**src/rtl/des_decrypt_iter.sv**
```systemverilog
// des_decrypt_iter: iterative DES decryption engine, UNROLL Feistel rounds per clock.
// Subkeys are applied in reverse order by right-rotating the C/D key halves.
// Optional feature macro: DES_ENC_MODE_EN adds a wEncrypt input that selects
// forward key order (left rotation before every round), giving DES encryption.
module des_decrypt_iter #(
   parameter int UNROLL = 1
) (
   input  logic        wClk,
   input  logic        wReset,
   input  logic        wInValid,
   output logic        wInReady,
   input  logic [63:0] wCipherIn,
   input  logic [63:0] wKeyIn,
`ifdef DES_ENC_MODE_EN
   input  logic        wEncrypt,
`endif
   output logic        wOutValid,
   input  logic        wOutReady,
   output logic [63:0] wPlainOut,
   output logic        wBusy
);

   generate
      if (UNROLL != 1 && UNROLL != 2 && UNROLL != 4) begin : g_bad_unroll
         $error("des_decrypt_iter: UNROLL must be 1, 2 or 4");
      end
   endgenerate

   typedef enum logic [1:0] {IDLE, ROUND, DONE} state_t;

   // Permutation tables in DES 1-based bit numbering (bit 1 = MSB).
   localparam int unsigned IP_T [64] = '{
      58, 50, 42, 34, 26, 18, 10,  2, 60, 52, 44, 36, 28, 20, 12,  4,
      62, 54, 46, 38, 30, 22, 14,  6, 64, 56, 48, 40, 32, 24, 16,  8,
      57, 49, 41, 33, 25, 17,  9,  1, 59, 51, 43, 35, 27, 19, 11,  3,
      61, 53, 45, 37, 29, 21, 13,  5, 63, 55, 47, 39, 31, 23, 15,  7};
   localparam int unsigned E_T [48] = '{
      32,  1,  2,  3,  4,  5,  4,  5,  6,  7,  8,  9,
       8,  9, 10, 11, 12, 13, 12, 13, 14, 15, 16, 17,
      16, 17, 18, 19, 20, 21, 20, 21, 22, 23, 24, 25,
      24, 25, 26, 27, 28, 29, 28, 29, 30, 31, 32,  1};
   localparam int unsigned P_T [32] = '{
      16,  7, 20, 21, 29, 12, 28, 17,  1, 15, 23, 26,  5, 18, 31, 10,
       2,  8, 24, 14, 32, 27,  3,  9, 19, 13, 30,  6, 22, 11,  4, 25};
   localparam int unsigned PC1_T [56] = '{
      57, 49, 41, 33, 25, 17,  9,  1, 58, 50, 42, 34, 26, 18,
      10,  2, 59, 51, 43, 35, 27, 19, 11,  3, 60, 52, 44, 36,
      63, 55, 47, 39, 31, 23, 15,  7, 62, 54, 46, 38, 30, 22,
      14,  6, 61, 53, 45, 37, 29, 21, 13,  5, 28, 20, 12,  4};
   localparam int unsigned PC2_T [48] = '{
      14, 17, 11, 24,  1,  5,  3, 28, 15,  6, 21, 10,
      23, 19, 12,  4, 26,  8, 16,  7, 27, 20, 13,  2,
      41, 52, 31, 37, 47, 55, 30, 40, 51, 45, 33, 48,
      44, 49, 39, 56, 34, 53, 46, 42, 50, 36, 29, 32};

   // S-boxes S1..S8, one 256-bit row-major table each (row 0 col 0 leftmost).
   // S1 lands in SBOX[7], S8 in SBOX[0]; entry n of a box is at index 63-n.
   localparam logic [7:0][63:0][3:0] SBOX = {
      256'hE4D12FB83A6C5907_0F74E2D1A6CB9538_41E8D62BFC973A50_FC8249175B3EA06D,
      256'hF18E6B34972DC05A_3D47F28EC01A69B5_0E7BA4D158C6932F_D8A13F42B67C05E9,
      256'hA09E63F51DC7B428_D709346A285ECBF1_D6498F30B12C5AE7_1AD069874FE3B52C,
      256'h7DE3069A1285BC4F_D8B56F03472C1AE9_A690CB7DF13E5284_3F06A1D8945BC72E,
      256'h2C417AB6853FD0E9_EB2C47D150FA3986_421BAD78F9C5630E_B8C71E2D6F09A453,
      256'hC1AF92680D34E75B_AF427C9561DE0B38_9EF528C3704A1DB6_432C95FABE17608D,
      256'h4B2EF08D3C975A61_D0B7491AE35C2F86_14BDC37EAF680592_6BD814A7950FE23C,
      256'hD2846FB1A93E50C7_1FD8A374C56B0E92_7B419CE206ADF358_21E74A8DFC90356B};

   function automatic logic [63:0] ip_perm(input logic [63:0] x);
      logic [63:0] y;
      y = '0;
      for (int i = 0; i < 64; i++) y[6'(63 - i)] = x[6'(64 - IP_T[i])];
      return y;
   endfunction

   // Final permutation is the inverse of IP: output bit IP_T[i] takes input bit i+1.
   function automatic logic [63:0] fp_perm(input logic [63:0] x);
      logic [63:0] y;
      y = '0;
      for (int i = 0; i < 64; i++) y[6'(64 - IP_T[i])] = x[6'(63 - i)];
      return y;
   endfunction

   function automatic logic [47:0] e_expand(input logic [31:0] x);
      logic [47:0] y;
      y = '0;
      for (int i = 0; i < 48; i++) y[6'(47 - i)] = x[5'(32 - E_T[i])];
      return y;
   endfunction

   function automatic logic [31:0] p_perm(input logic [31:0] x);
      logic [31:0] y;
      y = '0;
      for (int i = 0; i < 32; i++) y[5'(31 - i)] = x[5'(32 - P_T[i])];
      return y;
   endfunction

   function automatic logic [55:0] pc1_perm(input logic [63:0] x);
      logic [55:0] y;
      y = '0;
      for (int i = 0; i < 56; i++) y[6'(55 - i)] = x[6'(64 - PC1_T[i])];
      return y;
   endfunction

   function automatic logic [47:0] pc2_perm(input logic [55:0] x);
      logic [47:0] y;
      y = '0;
      for (int i = 0; i < 48; i++) y[6'(47 - i)] = x[6'(56 - PC2_T[i])];
      return y;
   endfunction

   // Six-bit group j: outer bits [5],[0] pick the row, inner bits [4:1] the column.
   function automatic logic [31:0] sbox_sub(input logic [47:0] x);
      logic [31:0] y;
      logic [5:0]  b;
      y = '0;
      for (int j = 0; j < 8; j++) begin
         b = 6'(x >> (42 - 6 * j));
         y = {y[27:0], SBOX[3'(7 - j)][6'(63 - {b[5], b[0], b[4:1]})]};
      end
      return y;
   endfunction

   function automatic logic [27:0] rotr28(input logic [27:0] x, input logic one);
      return one ? {x[0], x[27:1]} : {x[1:0], x[27:2]};
   endfunction

   function automatic logic [27:0] rotl28(input logic [27:0] x, input logic one);
      return one ? {x[26:0], x[27]} : {x[25:0], x[27:26]};
   endfunction

   state_t      state_q, state_n;
   logic [4:0]  rnd_q;
   logic [31:0] l_q, r_q, l_n, r_n;
   logic [27:0] c_q, d_q, c_n, d_n;
   logic [63:0] pt_q;
   logic        enc_q;

`ifndef DES_ENC_MODE_EN
   assign enc_q = 1'b0;
`endif

   assign wPlainOut = pt_q;

   // Unrolled Feistel chain: UNROLL rounds starting after round rnd_q.
   always_comb begin : round_chain
      logic [31:0] f;
      logic [31:0] t;
      int          k;
      c_n = c_q;
      d_n = d_q;
      l_n = l_q;
      r_n = r_q;
      f   = '0;
      t   = '0;
      k   = 0;
      for (int u = 0; u < UNROLL; u++) begin
         k = int'(rnd_q) + u + 1;
         if (enc_q) begin
            c_n = rotl28(c_n, (k == 1) || (k == 2) || (k == 9) || (k == 16));
            d_n = rotl28(d_n, (k == 1) || (k == 2) || (k == 9) || (k == 16));
         end else if (k >= 2) begin
            c_n = rotr28(c_n, (k == 2) || (k == 9) || (k == 16));
            d_n = rotr28(d_n, (k == 2) || (k == 9) || (k == 16));
         end
         f   = p_perm(sbox_sub(e_expand(r_n) ^ pc2_perm({c_n, d_n})));
         t   = l_n;
         l_n = r_n;
         r_n = t ^ f;
      end
   end

   // State register.
   always_ff @(posedge wClk or posedge wReset) begin
      if (wReset) state_q <= IDLE;
      else        state_q <= state_n;
   end

   // Next-state and handshake outputs.
   always_comb begin
      state_n   = state_q;
      wInReady  = 1'b0;
      wOutValid = 1'b0;
      wBusy     = 1'b0;
      case (state_q)
         IDLE: begin
            wInReady = 1'b1;
            if (wInValid) state_n = ROUND;
         end
         ROUND: begin
            wBusy = 1'b1;
            if (rnd_q == 5'd16) state_n = DONE;
         end
         DONE: begin
            wOutValid = 1'b1;
            if (wOutReady) state_n = IDLE;
         end
         default: state_n = IDLE;
      endcase
   end

   // Job capture, round iteration and plaintext capture on entry to DONE.
   always_ff @(posedge wClk or posedge wReset) begin
      if (wReset) begin
         rnd_q <= '0;
         l_q   <= '0;
         r_q   <= '0;
         c_q   <= '0;
         d_q   <= '0;
         pt_q  <= '0;
`ifdef DES_ENC_MODE_EN
         enc_q <= 1'b0;
`endif
      end else begin
         case (state_q)
            IDLE: begin
               if (wInValid) begin
                  {l_q, r_q} <= ip_perm(wCipherIn);
                  {c_q, d_q} <= pc1_perm(wKeyIn);
                  rnd_q      <= '0;
`ifdef DES_ENC_MODE_EN
                  enc_q      <= wEncrypt;
`endif
               end
            end
            ROUND: begin
               if (rnd_q == 5'd16) begin
                  pt_q <= fp_perm({r_q, l_q});
               end else begin
                  l_q   <= l_n;
                  r_q   <= r_n;
                  c_q   <= c_n;
                  d_q   <= d_n;
                  rnd_q <= rnd_q + 5'(UNROLL);
               end
            end
            default: ;
         endcase
      end
   end

endmodule

```
**config.mk**
```make
export PLATFORM = sky130hd
export DESIGN_NAME = des_decrypt_iter
export DESIGN_NICKNAME = d
export VERILOG_FILES = /design/src/rtl/des_decrypt_iter.sv
export SDC_FILE = /design/constraint.sdc
export NUM_CORES = 1
export LEC_CHECK = 0
export CORE_AREA = 2 2 150 152
export DETAILED_ROUTE_END_ITERATION = 10
export DIE_AREA = 0 0 152 154
export PLACE_DENSITY = 0.67
export SLEW_MARGIN = 30
export SYNTH_ARGS = -nofsm -noshare
export SYNTH_HDL_FRONTEND = slang
export SYNTH_SLANG_ARGS = --single-unit
```
**constraint.sdc**
```tcl
create_clock -name wClk -period 5.6 [get_ports wClk]
set_input_delay 1.12 -clock wClk [delete_from_list [all_inputs] [get_ports wClk]]
set_output_delay 1.12 -clock wClk [all_outputs]
set_load 0.01 [all_outputs]
```
* Word-level counts from Yosys, hierarchy flattened
Memory sizes are Yosys's and may differ from the RTL's.
Cells that the tools add are included.
** Word-level totals
- Flip-flop bits (word level) :: 159
- Latch bits :: 0
- Bits in writable memories :: 0
- Bits in read-only memories :: 2048
- Logic and storage cells :: 91
- Memories :: 8
** Cells by class
- $add $sub $neg :: 10
- Multipliers :: 0
- Divide/modulo/power cells :: 0
- Magnitude comparators :: 9
- Eq/ne operators :: 11
- Shift-type cells :: 0
- Mux-type cells :: 34
- Bitwise operators :: 2
- Reduce and logical (&&, ||, !) cells :: 8
** Memory list
- (no name shown) :: depth 64, width 4, rd ports 1, clocked after memory_dff 0, wr ports 0, line 118 : y = {y[27:0], SBOX[3'(7 - j)][6'(63 - {b[5], b[0], b[4:1]})]};
- (no name shown) :: depth 64, width 4, rd ports 1, clocked after memory_dff 0, wr ports 0, line 118
- (no name shown) :: depth 64, width 4, rd ports 1, clocked after memory_dff 0, wr ports 0, line 118
- (no name shown) :: depth 64, width 4, rd ports 1, clocked after memory_dff 0, wr ports 0, line 118
- (no name shown) :: depth 64, width 4, rd ports 1, clocked after memory_dff 0, wr ports 0, line 118
- (no name shown) :: depth 64, width 4, rd ports 1, clocked after memory_dff 0, wr ports 0, line 118
- 2 more memories
** Operator list (number)
- 28-bit 2-to-1 mux :: 8
- 32-bit 2-to-1 mux :: 4
- 32-bit one-hot mux with 2 select lines :: 2
- 28-bit one-hot mux with 2 select lines :: 2
- 6-bit by 7-bit < comparator with 1-bit output (second input constant) :: 8
- 32-bit by 16-bit bitwise XOR with 32-bit output :: 1
- 32-bit bitwise XOR :: 1
- 6-bit subtractor (first input constant) :: 5
- 3-bit 2-to-1 mux :: 4
- 4-bit 2-to-1 mux :: 3
- 6-bit by 1-bit subtractor with 6-bit output (both inputs constant) :: 2
- 5-bit 2-to-1 mux :: 2
- 2-bit inequality test (second input constant) :: 5
- 5-bit one-hot mux with 2 select lines :: 1
- 2-bit 2-to-1 mux :: 4
- 5-bit by 1-bit adder with 6-bit output (second input constant) :: 1
- 6-bit by 2-bit == test with 1-bit output (second input constant) :: 1
- 6-bit by 4-bit == test with 1-bit output (second input constant) :: 1
- 6-bit by 5-bit == test with 1-bit output (second input constant) :: 1
- 6-bit by 2-bit >= comparator with 1-bit output (second input constant) :: 1
- 2-bit one-hot mux with 3 select lines :: 1
- 3-bit AND reduction :: 2
- 6-bit by 5-bit subtractor with 6-bit output (first input constant) :: 1
- 5-bit by 1-bit adder with 5-bit output (second input constant) :: 1
- other kinds (9) :: 12

* Longest topological paths before layout
Gate-level depths: netlist (run 1).
- Depth after elaboration :: 13
- Gate-level depth with buffers :: 20

* Worst setup path before layout (run 1)
Ideal clock, no wire load.
- Path type :: register to register
- From :: register rnd_q[1]
- To :: register r_q[3] (netlist: l_n[3])
- Library setup time :: 0.086 ns
- Arrival :: 4.005 ns
- Data required time :: 5.514 ns
- Slack :: 1.509 ns
- Stages on the path, launching flop included :: 21
- Buffers on the path :: 3
- Period minus slack after synthesis :: 4.091 ns
- Cell sequence :: dfrtp_1 ha_1 buf_4 nand3_1 o21ai_2 a32o_1 buf_2 a21oi_2 buf_4 mux2i_1 a21oi_1 xnor2_1 inv_1 ha_1 inv_1 mux2i_1 a2111oi_0 a31oi_1 and3_1 xnor2_1 a32oi_1
** Between the ends
- Longest elaborated chain between the ends :: 13
- Elaborated cells on any way between the ends :: 19
- Classes of those cells :: add/sub (2); order compare (1); eq/ne (5); mux (5); bitwise (2); reduce/logical (3); memory (1)
** RTL lines
- start, declared :: line 132 : logic [4:0] rnd_q;
- start signal, assigned :: line 233 : rnd_q <= rnd_q + 5'(UNROLL);
- branches (longest 13 deep; another with 5-bit by 1-bit adder with 6-bit output)
- end signal, assigned :: line 217 : {l_q, r_q} <= ip_perm(wCipherIn);
- end signal, assigned :: line 230 : r_q <= r_n;
- end, declared :: line 133 : logic [31:0] l_q, r_q, l_n, r_n;
Parallel ways; which one is timed is not known. The select of a mux whose other input is x is not followed.
A chain may end at the register's enable or synchronous reset.

* Worst setup path after layout (run 1)
- From :: register rnd_q[0]
- To :: register r_q[3] (netlist: l_n[3])
Same word-level chain as after synthesis.

==> impl_metrics.ini, run 1 <==
[run_status]
status = complete, no violations

[critical_path]
worst-setup-path-type = flip-flop to flip-flop
crit_fanout = 13
path_buf_inv = 2
crit_chain = ha_1 -> a31o_2 -> o21ai_2 -> a32o_1 -> a21oi_2 -> mux2i_1 -> a21oi_1 -> xnor2_1 -> inv_1 -> ha_1 -> inv_1 -> mux2i_1 -> a2111oi_0 -> a31oi_1 -> and3_1 -> xnor2_1 -> a32oi_1
reg2reg_depth = 17
r2r_end = l_n[3]$_DFFE_PP0P_
cp_slowest_cell = dfrtp_1
r2r_slack_ns = 0.53
start_kind = flip-flop
crit_path_end_kind = flip-flop
slowest_delay_ns = 0.58
cp.required_ns = 5.87
critPathTopFamily = compound AO/OA/AOI/OAI gates
critical_path_arrival_ns = 5.33
worstReg2RegStart = rnd_q[0]$_DFFE_PP0P_

[die]
die_h_um = 154
die_width_um = 152
start_util_pct = 40.82
io_pins = 199
die_area_um2 = 23410
rows = 54
core_um2 = 21690

[clocking]
clock_latency_ns = 0.43
clock-sinks = 131
clk_path_buf_depth = 2
cts_setup_buffers = 0
cts_buffers = 17
holdBufCountCts = 0
cts_root_buf = clkbuf_16
cts.htree.levels = 4
tritoncts = yes
clk_pin_slew_ns = 0.07
cts_resized = 0

[layout]
drive_gt1_share_pct = 12.20
antenna_cells = 0
fill_cells = 2052
fin_util_pct = 48.49
area_growth_pct = 18.81
layout.nets = 1243

[hold_path]
hold_depth = 2
hold_end = l_q[23]$_DFFE_PP0P_
min_from = l_n[23]$_DFFE_PP0P_
hold_path.class = flip-flop to flip-flop

[logic_synthesis]
syn_area_per_cell_um2 = 8.679
synth.distinct_cells = 88
yosysWarningCount = 0
syn_area_um2 = 8852
synth_edf_count = 0
ys_ff_latch = 131
yosysSeqAreaShare_pct = 37.03
synthCells = 1020
synth_ff_type = dfrtp_1
async_flop_share_pct = 100.0

[place]
port_buffers = 98
place_congestion = 0.8776
dp_hpwl_um = 16630

[run]
cap_violations = 0

[global_routing]
grt_max_degree = 51
grt_pass1_vias = 7186
antenna_found_initial = 1
track_usage_pct = 21.03
grt_overflow = 0
grt_pass1_wl_um = 39820

[sta]
fin_tns_setup_ns = 0
finalMaxSlewViolations = 0
finalCritPeriodShare_pct = 90.47
period_needed_ns = 5.066
finalHoldViolations = 0
slew_headroom_pct = 34.31
tightest_slew_ns = 0.9783
fin_skew_ns = 0.01302
setup_violations = 0
fmax_mhz = 197.4
rsz0062_at_grt = no

[detailed_routing]
vias_per_cell = 5.664
antenna_left = 0
wl_per_cell_um = 18.04
routed_wl_um = 24850
num_vias = 7805
firstDrtPassIters = 8
drc = 0
drtIter0Drc = 631
[logic make-up after synthesis]
| group | count (synthesis) | share of synthesized area [%] |
|---|---|---|
| XOR/XNOR | 31 | 4.071 |
| flip-flops | 131 | 37.03 |
| AND/OR/NAND/NOR | 406 | 21.96 |
| buffers and inverters | 128 | 7.647 |
| AO/OA/AOI/OAI | 245 | 18.91 |
| adder cells (fa/ha/maj) | 26 | 3.675 |
| other | 1 | 0.04236 |
| multiplexers | 52 | 6.657 |
[cells in the final DEF (no fill, tap or decap), types with 8 or more instances in the layout]
master,instances
xnor2_1,12
mux2_2,35
clkdlybuf4s50_1,98
o22ai_1,8
nor2_1,57
dfrtp_1,131
and3_1,8
conb_1,32
nand3_1,55
o21ai_1,10
inv_1,24
a21oi_1,54
ha_1,26
xor2_1,8
clkbuf_16,17
mux2i_1,15
nor3b_1,15
nor2b_1,8
o211ai_1,15
nand2_1,203
buf_4,17
a31oi_1,26
o21ai_0,51
[layer usage]
metal	track usage [%]	wire, µm
met1	29.59	11130
met2	32.54	11410
met3	5.440	1909
met4	4.940	389
met5	0	13
[flip-flops by register name, summed over array words and instances (netlist names)]
signal / cells
d_q: 28
l_n: 32
rnd_q: 5
l_q: 32
wPlainOut: 32
state_q: 2
[how the worst max path moves through the flow]
stage / from / to / slack [ns] / cells after the start
floorplan: wReset / d_q[0]$_DFFE_PP0P_ / 0.98 / 1
global placement: rnd_q[0]$_DFFE_PP0P_ / l_n[3]$_DFFE_PP0P_ / 0.72 / 17
detailed placement: rnd_q[0]$_DFFE_PP0P_ / l_n[3]$_DFFE_PP0P_ / 0.62 / 17
CTS: rnd_q[0]$_DFFE_PP0P_ / l_n[3]$_DFFE_PP0P_ / 0.57 / 17
global route: rnd_q[0]$_DFFE_PP0P_ / l_n[3]$_DFFE_PP0P_ / 0.11 / 17
finish: rnd_q[0]$_DFFE_PP0P_ / l_n[3]$_DFFE_PP0P_ / 0.53 / 17
[synthesized netlist by cell type, types with 5 or more instances]
master / n / area, µm²
a31oi_1: 27 / 168.9
o211ai_1: 15 / 112.6
nand2b_1: 6 / 37.54
nand3b_1: 6 / 45.04
a22oi_1: 7 / 52.55
mux2_2: 35 / 394.1
buf_2: 12 / 60.06
nor2_1: 58 / 217.7
nor3b_1: 15 / 112.6
a21oi_1: 54 / 270.3
buf_1: 6 / 22.52
a32oi_1: 5 / 43.79
o31ai_1: 6 / 45.04
ha_1: 26 / 325.3
o21ai_0: 51 / 255.2
clkbuf_1: 39 / 146.4
and2_1: 5 / 31.28
nand4b_1: 6 / 52.55
nand2_1: 203 / 762.0
mux2i_1: 15 / 150.1
or3_1: 6 / 37.54
a211oi_1: 5 / 37.54
nor3_1: 7 / 35.03
buf_6: 6 / 67.56
dfrtp_1: 131 / 3278
inv_1: 25 / 93.84
nor2b_1: 8 / 50.05
xor2_1: 8 / 70.07
and3_1: 8 / 50.05
o2111ai_1: 7 / 61.31
xnor2_1: 12 / 105.1
o21ai_1: 10 / 50.05
nand3_1: 55 / 275.3
buf_4: 36 / 270.3
o22ai_1: 8 / 50.05
xnor2_2: 6 / 97.59
[tightest hold or removal path, cell delays in order (launching register included)]
cell	delay (ns)
dfrtp_1	0.34
nand2_1	0.05
nand2_1	0.05
[stage by stage]
| stage | cells | worst slack [ns] | hold slack (ns) | area (µm²) |
|---|---|---|---|---|
| 3_3_place_gp | 1345 | 0.7179 | 0.4461 | 9871 |
| 6_report | 1378 | 0.5336 | 0.4661 | 10520 |
| 4_1_cts | 1378 | 0.5743 | 0.4673 | 10520 |
| 2_1_floorplan | 1051 | 0.9823 | 0.4394 | 8969 |
| 5_1_grt | 1378 | 0.1056 | 0.4943 | 10520 |
| 3_5_place_dp | 1346 | 0.6153 | 0.4585 | 9878 |
[final cells by class]
| class | count | area (µm²) | area share [%] |
|---|---|---|---|
| clock buffer | 17 | 425.4 | 4.045 |
| clock inverter | 15 | 214.0 | 2.034 |
| inverter | 28 | 107.6 | 1.023 |
| sequential | 131 | 3278 | 31.17 |
| tap | 280 | 350.3 | 3.331 |
| multi-input combinational | 792 | 5034 | 47.86 |
| timing repair buffer | 115 | 1109 | 10.54 |
Power of run 1 is left out: the tool's default activity adds up to more than one toggle a clock period on the data nets, which glitch-free logic cannot reach.
==> run 2: changes to the inputs <==
--- a/config.mk
+++ b/config.mk
@@ -5,11 +5,12 @@
 export SDC_FILE = /design/constraint.sdc
 export NUM_CORES = 1
 export LEC_CHECK = 0
+export ABC_CLOCK_PERIOD_IN_PS = 5600
 export CORE_AREA = 2 2 150 152
 export DETAILED_ROUTE_END_ITERATION = 10
 export DIE_AREA = 0 0 152 154
 export PLACE_DENSITY = 0.67
-export SLEW_MARGIN = 30
+export SLEW_MARGIN = 40
 export SYNTH_ARGS = -nofsm -noshare
 export SYNTH_HDL_FRONTEND = slang
 export SYNTH_SLANG_ARGS = --single-unit
==> impl_metrics.ini, run 2 (synthesis results as in run 1) <==
[global_routing]
antenna_found_initial = 1
grt_pass1_wl_um = 39880
grt_max_degree = 51
grt_pass1_vias = 7243
track_usage_pct = 21.05
grt_overflow = 0

[layout]
final_common_cell = nand2_1
fin_util_pct = 48.47
drive_gt1_share_pct = 12.40
stdcell_count = 1377
layout_common_cells = 203 x nand2_1, 131 x dfrtp_1, 98 x clkdlybuf4s50_1, 57 x nor2_1, 55 x nand3_1
layout.nets = 1242
antenna_cells = 0
area_growth_pct = 18.76

[run]
cap_violations = 0

[die]
start_util_pct = 40.82
die_width_um = 152
die_area_um2 = 23410
core_um2 = 21690
io_pins = 199
rows = 54
die_h_um = 154

[detailed_routing]
drtIter0Drc = 524
vias_per_cell = 5.697
drc = 0
wl_per_cell_um = 18.08
num_vias = 7845
routed_wl_um = 24900
firstDrtPassIters = 6
antenna_left = 0

[sta]
slew_headroom_pct = 51.35
fin_skew_ns = 0.007675
period_needed_ns = 5.114
setup_violations = 0
finalCritPeriodShare_pct = 91.31
fin_ws_ns = 0.4865
tightest_slew_ns = 0.7196
finalMaxSlewViolations = 0
finalHoldViolations = 0
rsz0062_at_grt = no
fin_tns_setup_ns = 0
fmax_mhz = 195.6

[run_status]
status = complete, no violations

[place]
place_congestion = 0.8776
port_buffers = 98
dpl.cell_count = 1345
preCtsSetupSlack_ns = 0.5748
dp_hpwl_um = 16650

[clocking]
clk_pin_slew_ns = 0.07
cts.htree.levels = 4
cts_root_buf = clkbuf_16
cts_setup_buffers = 0
cts_buffers = 17
clock-sinks = 131
cts_resized = 0
clk_path_buf_depth = 2
clock_latency_ns = 0.43
tritoncts = yes
holdBufCountCts = 0

[critical_path]
cp_slowest_cell = dfrtp_1
crit_fanout = 13
cp.required_ns = 5.94
crit_path_end_kind = flip-flop
critPathTopFamily = compound AO/OA/AOI/OAI gates
crit_chain = ha_1 -> a31o_2 -> o21ai_2 -> a32o_1 -> a21oi_2 -> mux2i_1 -> a21oi_1 -> xnor2_1 -> inv_1 -> ha_1 -> inv_1 -> mux2i_1 -> a2111oi_0 -> a31oi_1 -> and3_1 -> xnor2_1 -> a32oi_1
slowest_delay_ns = 0.57
critical_path_arrival_ns = 5.45
worst-setup-path-type = flip-flop to flip-flop
path_buf_inv = 2
start_kind = flip-flop

[hold_path]
hold_path.class = flip-flop to flip-flop
## run 2: path summary, 6_finish.rpt
check,from,to,slack [ns],depth (start not counted)
max,rnd_q[0]$_DFFE_PP0P_,l_n[3]$_DFFE_PP0P_,0.49,17
min,l_n[30]$_DFFE_PP0P_,l_q[30]$_DFFE_PP0P_,0.46,2
max reg2reg,rnd_q[0]$_DFFE_PP0P_,l_n[3]$_DFFE_PP0P_,0.49,17
min reg2reg,l_n[30]$_DFFE_PP0P_,l_q[30]$_DFFE_PP0P_,0.46,2
max in group asynchronous,wReset,d_q[24]$_DFFE_PP0P_,3.39,3
min in group asynchronous,wReset,wPlainOut[15]$_DFFE_PP0P_,1.13,2
## run 2: per-layer routing
metal  share of wire (%)  global-route usage [%]  vias up
met5               0.052                       0        -
li1                    -                       -     3672
met2                  46                   32.50      293
met3                 7.7                   5.440       38
met1                  44                   29.04     3840
met4                 2.1                   6.587        2
## run 2: cell type report
type                            instances  area, µm²
Timing Repair Buffer                  114       1101
Fill cell                            2077      11180
Sequential cell                       131       3278
Inverter                               28      107.6
Clock inverter                         15      186.4
Clock buffer                           17      425.4
Tap cell                              280      350.3
Multi-Input combinational cell        792       5064
## run 2: tightest hold or removal path, stage by stage, from the launching register on
cell and delay [ns]:
dfrtp_1 0.34, nand2_1 0.05, nand2_1 0.04
## run 2: per-stage QoR
step / hold WS, ns / area (µm²)
6_report: 0.4624 / 10510
5_1_grt: 0.4833 / 10510
4_1_cts: 0.4663 / 10490
3_5_place_dp: 0.4588 / 9874
3_3_place_gp: 0.4461 / 9871
2_1_floorplan: 0.4394 / 8969
Power of run 2 is left out for the same reason.
==> run 3: changes to the inputs <==
--- a/config.mk
+++ b/config.mk
@@ -6,10 +6,10 @@
 export NUM_CORES = 1
 export LEC_CHECK = 0
 export ABC_CLOCK_PERIOD_IN_PS = 5600
-export CORE_AREA = 2 2 150 152
+export CORE_AREA = 2 2 138 166
 export DETAILED_ROUTE_END_ITERATION = 10
-export DIE_AREA = 0 0 152 154
-export PLACE_DENSITY = 0.67
+export DIE_AREA = 0 0 140 168
+export PLACE_DENSITY = 0.66
 export SLEW_MARGIN = 40
 export SYNTH_ARGS = -nofsm -noshare
 export SYNTH_HDL_FRONTEND = slang
==> impl_metrics.ini, run 3 (synthesis results as in run 1) <==
[sta]
finalMaxSlewViolations = 0
period_needed_ns = 4.884
tightest_slew_ns = 0.8061
fmax_mhz = 204.7
rsz0062_at_grt = no
fin_tns_setup_ns = 0
finalHoldViolations = 0
fin_skew_ns = 0.009455
finalCritPeriodShare_pct = 87.22
slew_headroom_pct = 46.26
setup_violations = 0

[place]
place_congestion = 0.8743
port_buffers = 98
dp_hpwl_um = 16600

[clocking]
cts_root_buf = clkbuf_16
tritoncts = yes
clock_latency_ns = 0.42
cts.htree.levels = 4
clk_path_buf_depth = 2
cts_resized = 0
cts_buffers = 17
cts_setup_buffers = 0
clk_pin_slew_ns = 0.06
clock-sinks = 131
holdBufCountCts = 0

[hold_path]
min_from = l_n[26]$_DFFE_PP0P_
hold_end = l_q[26]$_DFFE_PP0P_
hold_path.class = flip-flop to flip-flop
hold_depth = 2

[run_status]
failed_checks = design-rule violations
status = finished with violations

[global_routing]
grt_pass1_vias = 7214
antenna_found_initial = 1
grt_pass1_wl_um = 39140
grt_max_degree = 100
track_usage_pct = 20.99
grt_overflow = 0

[layout]
drive_gt1_share_pct = 12.05
fill_cells = 2060
area_growth_pct = 18.36
layout_common_cells = 202 x nand2_1, 131 x dfrtp_1, 98 x clkdlybuf4s50_1, 57 x nor2_1, 55 x nand3_1
final_common_cell = nand2_1
layout.nets = 1242
antenna_cells = 0

[critical_path]
path_buf_inv = 2
reg2reg_depth = 17
slowest_delay_ns = 0.57
start_kind = flip-flop
worst-setup-path-type = flip-flop to flip-flop
critPathTopFamily = compound AO/OA/AOI/OAI gates
worstReg2RegStart = rnd_q[0]$_DFFE_PP0P_
critical_path_arrival_ns = 5.22
cp_slowest_cell = dfrtp_1
crit_chain = ha_1 -> nand3_1 -> o21ai_2 -> a32o_1 -> a21oi_2 -> mux2i_1 -> a21oi_1 -> xnor2_1 -> inv_1 -> ha_1 -> inv_1 -> mux2i_1 -> a2111oi_0 -> a31oi_1 -> and3_1 -> xnor2_1 -> a32oi_1
r2r_slack_ns = 0.72
r2r_end = l_n[3]$_DFFE_PP0P_
cp.required_ns = 5.94
crit_fanout = 13
crit_path_end_kind = flip-flop

[die]
die_h_um = 168
die_area_um2 = 23520
rows = 60
die_width_um = 140
start_util_pct = 39.97
io_pins = 199
core_um2 = 22150

[detailed_routing]
firstDrtPassIters = 8
num_vias = 7666
wl_per_cell_um = 17.70
vias_per_cell = 5.579
drc = 6
routed_wl_um = 24320
antenna_left = 0
drtIter0Drc = 654

[run]
cap_violations = 0
==> run 3: changes by cell type in the layout (fill, tap and decap cells not counted), sizes merged <==
cell and change:
clkinvlp +2, clkinv +2, inv -11, clkbuf +5
==> run 3: layer usage <==
| metal | routed length (µm) | vias up | track usage, % | part of all wire (%) |
|---|---|---|---|---|
| met2 | 11880 | 246 | 35.51 | 49 |
| met4 | 609 | 2 | 6.588 | 2.5 |
| met1 | 10510 | 3718 | 27.11 | 43 |
| li1 | - | 3664 | - | - |
| met3 | 1312 | 36 | 4.266 | 5.4 |
| met5 | 13 | - | 0 | 0.053 |
==> run 3: layout make-up <==
cell class                      instances  area, µm²  share of cell area, %
Clock buffer                           22      474.2                  4.526
Inverter                               28      112.6                  1.075
Tap cell                              279      349.1                  3.332
Multi-Input combinational cell        792       5059                  48.28
Sequential cell                       131       3278                  31.29
Timing Repair Buffer                  114       1101                  10.51
Clock inverter                          8      103.9                 0.9912
==> run 3: worst max path at each step <==
stage                     slack (ns)  depth (start not counted)            startpoint                 end
after CTS                       0.77                         17  rnd_q[0]$_DFFE_PP0P_  l_n[3]$_DFFE_PP0P_
after global placement          0.90                         17  rnd_q[0]$_DFFE_PP0P_  l_n[3]$_DFFE_PP0P_
final                           0.72                         17  rnd_q[0]$_DFFE_PP0P_  l_n[3]$_DFFE_PP0P_
after global routing            0.35                         17  rnd_q[0]$_DFFE_PP0P_  l_n[3]$_DFFE_PP0P_
after floorplan                 0.98                          1                wReset  d_q[0]$_DFFE_PP0P_
after detailed placement        0.85                         17  rnd_q[0]$_DFFE_PP0P_  l_n[3]$_DFFE_PP0P_
==> run 3: metrics by stage <==
stage          instance area, µm²  cells  hold slack (ns)  worst slack (ns)  utilization (%)
6_report                    10480   1374           0.4656            0.7157            47.31
5_1_grt                     10480   1374           0.4947            0.3520            47.31
3_3_place_gp                 9872   1344           0.4461            0.9044            44.58
3_5_place_dp                 9881   1344           0.4593            0.8521            44.62
2_1_floorplan                8969   1051           0.4394            0.9823                -
4_1_cts                     10460   1374           0.4725            0.7740            47.23
==> run 3: worst register-to-register path, cell delays in order, from the launching register on <==
cell and delay (ns):
dfrtp_1 0.57, ha_1 0.42, nand3_1 0.22, o21ai_2 0.31
a32o_1 0.39, a21oi_2 0.15, mux2i_1 0.22, a21oi_1 0.18
xnor2_1 0.55, inv_1 0.18, ha_1 0.37, inv_1 0.10
mux2i_1 0.08, a2111oi_0 0.44, a31oi_1 0.09, and3_1 0.24
xnor2_1 0.13, a32oi_1 0.16
Power of run 3 is left out for the same reason.
